==> config.mk <==
export PLATFORM = sky130hd
export DESIGN_NAME = fetch_if_id_stage
export DESIGN_NICKNAME = d
export VERILOG_FILES = /design/src/rtl/fetch_if_id_stage.sv
export SDC_FILE = /design/constraint.sdc
export NUM_CORES = 1
export LEC_CHECK = 0
export CAP_MARGIN = 10
export CORE_MARGIN = 2
export CORE_UTILIZATION = 49
export CTS_CLUSTER_DIAMETER = 100
export DETAILED_ROUTE_END_ITERATION = 16
export GPL_ROUTABILITY_DRIVEN = 0
export PLACE_DENSITY_LB_ADDON = 0.05
export SYNTH_ARGS = -nofsm -noshare
export SYNTH_HDL_FRONTEND = slang
export SYNTH_SLANG_ARGS = --single-unit
==> constraint.sdc <==
create_clock -name Clock -period 3 [get_ports Clock]
set_input_delay 0.45 -clock Clock [delete_from_list [all_inputs] [get_ports Clock]]
set_output_delay 0.45 -clock Clock [all_outputs]
set_load 0.05 [all_outputs]
==> src/rtl/fetch_if_id_stage.sv <==
// Instruction-fetch stage with IF/ID pipeline register.
// Owns the PC and next-PC selection, captures fetched words into IF/ID,
// counts stall/flush cycles and raises a sticky watchdog flag when a
// stall persists longer than STALL_LIMIT consecutive cycles.
module fetch_if_id_stage #(
  parameter logic [31:0] RESET_PC    = 32'h0000_0000,
  parameter int unsigned STALL_LIMIT = 16,
  parameter logic [31:0] NOP_WORD    = 32'h0000_0000
) (
  input  logic        Clock,
  input  logic        Reset,
  input  logic        Stall_PC,
  input  logic        Stall_ID,
  input  logic        Redirect,
  input  logic [31:0] Redirect_PC,
  input  logic [31:0] IM_Instruction,
  output logic [31:0] IM_Address,
  output logic [31:0] ID_Instruction,
  output logic [31:0] ID_PCPlus4,
  output logic        ID_Valid,
  output logic [31:0] Stall_Count,
  output logic [31:0] Flush_Count,
  output logic        Stall_Timeout
);

  // Watchdog states
  typedef enum logic [1:0] {
    ST_RUN   = 2'd0,
    ST_STALL = 2'd1,
    ST_HUNG  = 2'd2
  } wd_state_t;

  // Architectural registers
  logic [31:0] r_pc;
  logic [31:0] r_id_instr;
  logic [31:0] r_id_pc_plus4;
  logic        r_id_valid;
  logic [31:0] r_stall_count;
  logic [31:0] r_flush_count;
  logic        r_stall_timeout;
  wd_state_t   r_state;
  logic [15:0] r_run_len;

  // Combinational helpers
  logic [31:0] w_pc_plus4;
  logic [31:0] w_redirect_target;
  logic        w_stall_event;
  logic [15:0] w_run_len_inc;
  logic        w_over_limit;
  wd_state_t   w_state_next;
  logic [15:0] w_run_len_next;
  logic        w_set_timeout;

  // Sequential PC increment wraps naturally at 2^32.
  assign w_pc_plus4        = r_pc + 32'd4;
  // Targets are word aligned; the two low bits are simply discarded.
  assign w_redirect_target = Redirect_PC & ~32'd3;
  // A stall cycle only counts when no redirect overrides it.
  assign w_stall_event     = Stall_PC & ~Redirect;
  // Run length saturates so a very long stall cannot wrap back below the limit.
  assign w_run_len_inc     = (r_run_len == 16'hFFFF) ? r_run_len : (r_run_len + 16'd1);
  assign w_over_limit      = (32'(w_run_len_inc) > STALL_LIMIT);

  // PC register: redirect beats stall, otherwise advance by one word.
  always_ff @(posedge Clock) begin
    if (Reset) begin
      r_pc <= RESET_PC;
    end else if (Redirect) begin
      r_pc <= w_redirect_target;
    end else if (!Stall_PC) begin
      r_pc <= w_pc_plus4;
    end
  end

  // IF/ID register: flush on redirect, hold on ID stall, bubble on PC-only stall.
  always_ff @(posedge Clock) begin
    if (Reset) begin
      r_id_instr    <= NOP_WORD;
      r_id_pc_plus4 <= 32'd0;
      r_id_valid    <= 1'b0;
    end else if (Redirect) begin
      r_id_instr    <= NOP_WORD;
      r_id_pc_plus4 <= 32'd0;
      r_id_valid    <= 1'b0;
    end else if (Stall_ID) begin
      r_id_instr    <= r_id_instr;
      r_id_pc_plus4 <= r_id_pc_plus4;
      r_id_valid    <= r_id_valid;
    end else if (Stall_PC) begin
      // The word at the held PC is fetched again next cycle, so drop this copy.
      r_id_instr    <= NOP_WORD;
      r_id_pc_plus4 <= 32'd0;
      r_id_valid    <= 1'b0;
    end else begin
      r_id_instr    <= IM_Instruction;
      r_id_pc_plus4 <= w_pc_plus4;
      r_id_valid    <= 1'b1;
    end
  end

  // Saturating stall and flush event counters.
  always_ff @(posedge Clock) begin
    if (Reset) begin
      r_stall_count <= 32'd0;
      r_flush_count <= 32'd0;
    end else begin
      if (w_stall_event && (r_stall_count != 32'hFFFF_FFFF)) begin
        r_stall_count <= r_stall_count + 32'd1;
      end
      if (Redirect && (r_flush_count != 32'hFFFF_FFFF)) begin
        r_flush_count <= r_flush_count + 32'd1;
      end
    end
  end

  // Watchdog state register, run-length counter and sticky timeout flag.
  always_ff @(posedge Clock) begin
    if (Reset) begin
      r_state         <= ST_RUN;
      r_run_len       <= 16'd0;
      r_stall_timeout <= 1'b0;
    end else begin
      r_state   <= w_state_next;
      r_run_len <= w_run_len_next;
      if (w_set_timeout) begin
        r_stall_timeout <= 1'b1;
      end
    end
  end

  // Watchdog next-state logic.
  always_comb begin
    w_state_next = r_state;
    case (r_state)
      ST_RUN: begin
        if (w_stall_event) begin
          w_state_next = ST_STALL;
        end
      end
      ST_STALL: begin
        if (!w_stall_event) begin
          w_state_next = ST_RUN;
        end else if (w_over_limit) begin
          w_state_next = ST_HUNG;
        end
      end
      ST_HUNG: begin
        if (!w_stall_event) begin
          w_state_next = ST_RUN;
        end
      end
      default: begin
        w_state_next = ST_RUN;
      end
    endcase
  end

  // Watchdog outputs: run-length update and timeout set pulse.
  always_comb begin
    w_run_len_next = r_run_len;
    w_set_timeout  = 1'b0;
    case (r_state)
      ST_RUN: begin
        if (w_stall_event) begin
          w_run_len_next = 16'd1;
        end
      end
      ST_STALL: begin
        if (!w_stall_event) begin
          w_run_len_next = 16'd0;
        end else begin
          w_run_len_next = w_run_len_inc;
          w_set_timeout  = w_over_limit;
        end
      end
      ST_HUNG: begin
        if (!w_stall_event) begin
          w_run_len_next = 16'd0;
        end
      end
      default: begin
        w_run_len_next = 16'd0;
      end
    endcase
  end

  assign IM_Address     = r_pc;
  assign ID_Instruction = r_id_instr;
  assign ID_PCPlus4     = r_id_pc_plus4;
  assign ID_Valid       = r_id_valid;
  assign Stall_Count    = r_stall_count;
  assign Flush_Count    = r_flush_count;
  assign Stall_Timeout  = r_stall_timeout;

endmodule

Word-level counts from Yosys, hierarchy flattened
Index checks and enable logic that the tools add are counted.
{ "classes": {"mux": 17, "n_reduce_logical": 6, "n_shift": 0, "bitwise_logic": 2, "div": 0, "n_lt_le_gt_ge": 1, "mul": 0, "addsub": 4, "n_eq_ne": 9} }
{ "op_table": {"columns": ["cell", "count"], "rows": [
  ["$mux W32", 4],
  ["$add A32 B1 Y32 const B", 2],
  ["$mux W16", 4],
  ["$ne A32 B32 Y1 const B", 2],
  ["$pmux W16 S3", 1],
  ["$add A32 B3 Y32 const B", 1],
  ["$add A16 B1 Y16 const B", 1],
  ["$eq A16 B16 Y1 const B", 1],
  ["$gt A16 B5 Y1 const B", 1],
  ["$mux W2", 4],
  ["$pmux W2 S3", 1],
  ["$ne A2 B2 Y1 const B", 2],
  ["$mux W1", 3],
  ["$ne A3 B3 Y1 const B", 1],
  ["$reduce_and A3 Y1", 1],
  ["$eq A2 B1 Y1 const B", 1],
  ["$eq A2 B2 Y1 const B", 1],
  ["$logic_and A1 B1 Y1", 2],
  ["$logic_not A2 Y1", 1],
  ["$ne A2 B1 Y1 const B", 1],
  ["$reduce_and A2 Y1", 1],
  ["$reduce_or A2 Y1", 1],
  ["$and A1 B1 Y1", 1],
  ["$not A1 Y1", 1]
]} }
{ "word_totals": {"mem_bits_rw": 0, "inputBits": 69, "mem_bits_ro": 0, "latch_bits": 0, "register_bits": 180, "mem_count": 0} }

Logic depth before layout (Yosys ltp)
Gate-level depths: netlist of run 1.
{ "logic_depth": {"word_depth": 6, "ltp_mapped": 9, "ltp_nobuf": 7} }

Worst setup path before layout of run 1
OpenSTA, ideal clock, no wires.
{ "synth_timing": {"path_type": "register to register", "startpoint": "reg r_pc[9] (netlist: IM_Address[9])", "endpoint": "reg r_pc[31] (netlist: IM_Address[31])", "path_slack_ns": 0.202, "setup_ns": 0.091, "t_required_ns": 2.909, "stages_incl_launch_ff": 8, "t_arrival_ns": 2.707, "path_cell_list": "dfxtp_1 > buf_2 > nand4_2 > or4_1 > buf_2 > or4_4 > or3_1 > a311oi_1"} }
{ "synth_via": {"elab_chain_len": 3} }
{ "synth_rtl": {"columns": ["item", "line_no", "rtl"], "rows": [
  ["start: declaration", "34", "logic [31:0] r_pc;"],
  ["start signal: assignment", "69", "r_pc <= w_redirect_target;"],
  ["start signal: assignment", "71", "r_pc <= w_pc_plus4;"],
  ["$add A32 B3 Y32", "55", "assign w_pc_plus4 = r_pc + 32'd4;"],
  ["$mux W32", "70", "end else if (!Stall_PC) begin"],
  ["$mux W32", "68", "end else if (Redirect) begin"]
]} }
No other way between the ends. The select of a mux whose other input is x is not followed.
A chain may end at the register's enable or synchronous reset.

Worst setup path in the final report of run 1
{ "layout_timing": {"startpoint": "reg r_run_len[0]", "endpoint": "reg r_stall_timeout (netlist: Stall_Timeout)"} }
{ "layout_via": {"elab_chain_len": 5, "elab_cells_between_ends": 6} }
{ "layout_rtl": {"columns": ["item", "line_no", "rtl"], "rows": [
  ["start: declaration", "42", "logic [15:0] r_run_len;"],
  ["start signal: assignment", "124", "r_run_len <= w_run_len_next;"],
  ["$add A16 B1 Y16 / $eq A16 B16 Y1 (equally long branches)", "61", "assign w_run_len_inc = (r_run_len == 16'hFFFF) ? r_run_len : (r_run_len + 16'd1);"],
  ["$mux W16 (*)", "61", null],
  ["$gt A16 B5 Y1 (*)", "62", "assign w_over_limit = (32'(w_run_len_inc) > STALL_LIMIT);"],
  ["$mux W1 (*)", "169", "if (!w_stall_event) begin"],
  ["$mux W1 (*)", "162", "case (r_state)"],
  ["end signal: assignment", "121", "r_stall_timeout <= 1'b0;"],
  ["end signal: assignment", "126", "r_stall_timeout <= 1'b1;"],
  ["end: declaration", "40", "logic r_stall_timeout;"]
]} }
Every way passes the cells marked *; elsewhere a longest branch is shown, timed or not.

==> flow_summary.toml, run 1 <==
[synthesis]
yosys-top-cells-area = "dfxtp_1 41%, nor2_1 7.3%, xnor2_1 5.4%"
yosys_register_bits = 176
synth_compound_gate_area_share = 0.138
synth.area.mux_share = 0.0180
synthXorXnorAreaFrac = 0.106
syn-cell-area_um2 = 8530
ys_seq_area_frac = 0.413
synthArstFlopShare = 0
syn_area_per_cell_um2 = 8.06
ys.warnings.count = 0
synth_fa_ha_area_frac = 0.00587
yosysTopAreaCellShare = 0.413
syn_inst = 1058
synthFlopType = "dfxtp_1"
synth_top_family_by_area = "simple AND/OR/NAND/NOR gates"
synth-edff-count = 0
synthSimpleGateAreaFrac = 0.277
yosysTopAreaCell = "dfxtp_1"
ys_types = 54

[pwr]
netSwitchingFraction = 0.262
clock_power_share = 0.431
power_density_nw_per_um2 = 461
combPwrFrac = 0.112
power_frac_seq = 0.457
p_int_uw = 3940
vdd_drop_max_uv = 426
power.leakage_uw = 0.00407
netSwitchingPower_uw = 1400

[cts]
tritoncts = "done"
clk_pin_slew_ns = 0.07
clkLatencyLatePin_ns = 0.43
cts_sinks = 176
clock_path_buffers = 2
post_cts_resize_count = 0
cts_buffers = 17
h-tree-depth = 4
cts-root-buf = "clkbuf_16"
hold_buffers = 0
postCtsSetupBuffers = 0

[placement]
placement.io_buffers = 224
dp_hpwl_um = 17000
placed_cells = 1457
post-place-ws_ns = 0.407
placedInstanceArea_um2 = 11000

[cells_and_area]
stdcell_area_um2 = 11600
final_cells = 1490
final_cell_mix = "220 x clkdlybuf4s50_1, 176 x dfxtp_1, 165 x nor2_1"
n_fill_cell = 1529
syn2layout_area_growth_pct = 35.6
layout_commonest_cell = "clkdlybuf4s50_1"
layout.nets = 1324
drive_gt1_frac = 0.0554

[detailed_routing]
drt-wirelength-per-cell_um = 16.1
post_drt_via_cell_ratio = 5.49
dr.pass1.iters = 6
drtAntennaViolNets = 0
wirelength_um = 24000
drtIter0Drc = 461
post-route-drc-count = 0
vias = 8175

[floorplanning]
die_h_um = 136
die_x_um = 136
die_area_um2 = 18500
ioPinCount = 231
coreArea_um2 = 17200
fp-row-count = 48
initial_core_util = 0.497

[global_routing]
grt_antenna_before_repair = 0
grt_max_degree = 109
grt_overflow_total = 0
grt_use_total = 0.253
grt_first_pass_wirelength_um = 37500
grt_pass1_vias = 7370

[critical_path]
critical_path_class = "reg -> reg"
cp_data_arrival_time_ns = 2.95
worstReg2RegStart = "r_run_len[0]"
critPathCaptureType = "register"
crit_fanout = 8
regToRegSetupSlack_ns = 0.34
critPathLaunchType = "register"
reg2regPathDepth = 7
critPathRequiredTime_ns = 3.29
r2r-end = "Stall_Timeout"

[timing]
period_share = 0.885
finalSetupViolations = 0
period_minus_slack_ns = 2.66
skew_ns = 0.00892
tightest_slew_ns = 0.654
rsz0062_at_grt = "false"
hold_violations = 0
worst_slack_ns = 0.344
max_freq_mhz = 376
slew_violations = 0
slew_headroom = 0.558
setup-tns-final_ns = 0

[run]
max_cap_violations = 0

[worst_hold_path]
hold_path_depth = 2
min_to = "IM_Address[7]"
worstHoldStart = "Reset"
min_path_type = "in -> reg"

[run_status]
status = "finished clean"
==> critical path, stage by stage, from the launching register on <==
cell	delay (ns)
dfxtp_1	0.47
ha_1	0.31
nand2_1	0.15
nor3_1	0.41
a21oi_1	0.17
a2111o_1	0.41
nor4_1	0.44
a311oi_1	0.17
==> through the flow <==
stage	hold slack [ns]	utilization	total power [uW]
after floorplan	0.480	-	2840
after global placement	0.438	0.638	3080
after detailed placement	0.445	0.638	3090
after CTS	0.316	0.673	5380
after global routing	0.328	0.673	5510
final	0.335	0.673	5340
==> layer usage <==
| metal | global-route usage | vias to the layer above | part of all wire |
|---|---|---|---|
| li1 | - | 4108 | - |
| met1 | 0.331 | 3830 | 0.45 |
| met2 | 0.423 | 215 | 0.47 |
| met3 | 0.0515 | 22 | 0.061 |
| met4 | 0.0764 | 0 | 0.016 |
| met5 | 0 | - | 0 |
==> cell families (layout without fill, tap and decap cells) <==
kind of cell,count (synthesis),count (layout)
buffers and inverters,92,295
DFF,176,176
adders and majority gates,4,4
and+or+nand+nor,482,482
xor gates and xnor gates,103,103
other,1,5
muxes,15,15
AOI/OAI and AO/OA,185,185
==> how the worst max path moves through the flow <==
| stage | from | endpoint | slack [ns] | cells after the start |
|---|---|---|---|---|
| floorplan | IM_Address[9] | IM_Address[31] | 0.20 | 7 |
| global placement | r_run_len[0] | Stall_Timeout | 0.43 | 7 |
| detailed placement | r_run_len[4] | Stall_Timeout | 0.41 | 6 |
| CTS | r_run_len[0] | Stall_Timeout | 0.38 | 7 |
| global route | r_run_len[0] | Stall_Timeout | 0.07 | 7 |
| finish | r_run_len[0] | Stall_Timeout | 0.34 | 7 |
==> flip-flops by register name (all words and copies together) (netlist names) <==
| register | cells |
|---|---|
| Flush_Count | 32 |
| Stall_Count | 32 |
| Stall_Timeout | 1 |
| r_run_len | 16 |
| IM_Address | 30 |
| ID_Instruction | 32 |
| ID_PCPlus4 | 30 |
| r_state | 2 |
| ID_Valid | 1 |
==> layout make-up <==
cell class	instances	area (um^2)	share of cell area
diodes	1	2.50	0.000216
repair buffers	247	2420	0.209
clock buffers	17	425	0.0368
flip-flops and latches	176	3520	0.305
clock inverters	15	184	0.0159
multi-input cells	793	4670	0.404
well taps	225	282	0.0243
inverters	16	60.1	0.00519
==> Yosys cell counts, types with 2 or more instances <==
library cell,number
dfxtp_1,176
nor2_1,166
nand2_1,89
clkbuf_1,60
a21oi_1,57
xnor2_1,53
a22oi_1,52
xor2_1,50
nand3_1,41
o21ai_0,39
nor3_1,38
and3_1,27
nand4_1,27
or3_1,19
and4_1,17
nor4_1,17
inv_1,16
mux2i_1,12
nor2b_1,11
a211oi_1,9
buf_1,9
and2_1,8
a311oi_1,6
a2111oi_0,4
buf_4,4
ha_1,4
or4_1,4
a31oi_1,3
mux2_2,3
nand2b_1,3
nor3b_1,3
or2_2,3
a21boi_0,2
buf_2,2
nand3b_1,2
nor4b_1,2
o2111ai_1,2
o32a_1,2
==> power groups by stage <==
stage,Combinational [uW],Sequential [uW],Clock (uW)
after floorplan,218,2630,0
after CTS,601,2440,2340
after global placement,596,2490,0
after detailed placement,598,2490,0
final,600,2440,2300
after global routing,639,2440,2430
(Power assumes the default switching activity.)
==> run 2, diff against run 1 <==
CTS_CLUSTER_DIAMETER = 80   (was 100)
==> results of run 2 <==
The final DEF is identical to that of run 1; final timing and power are the same.
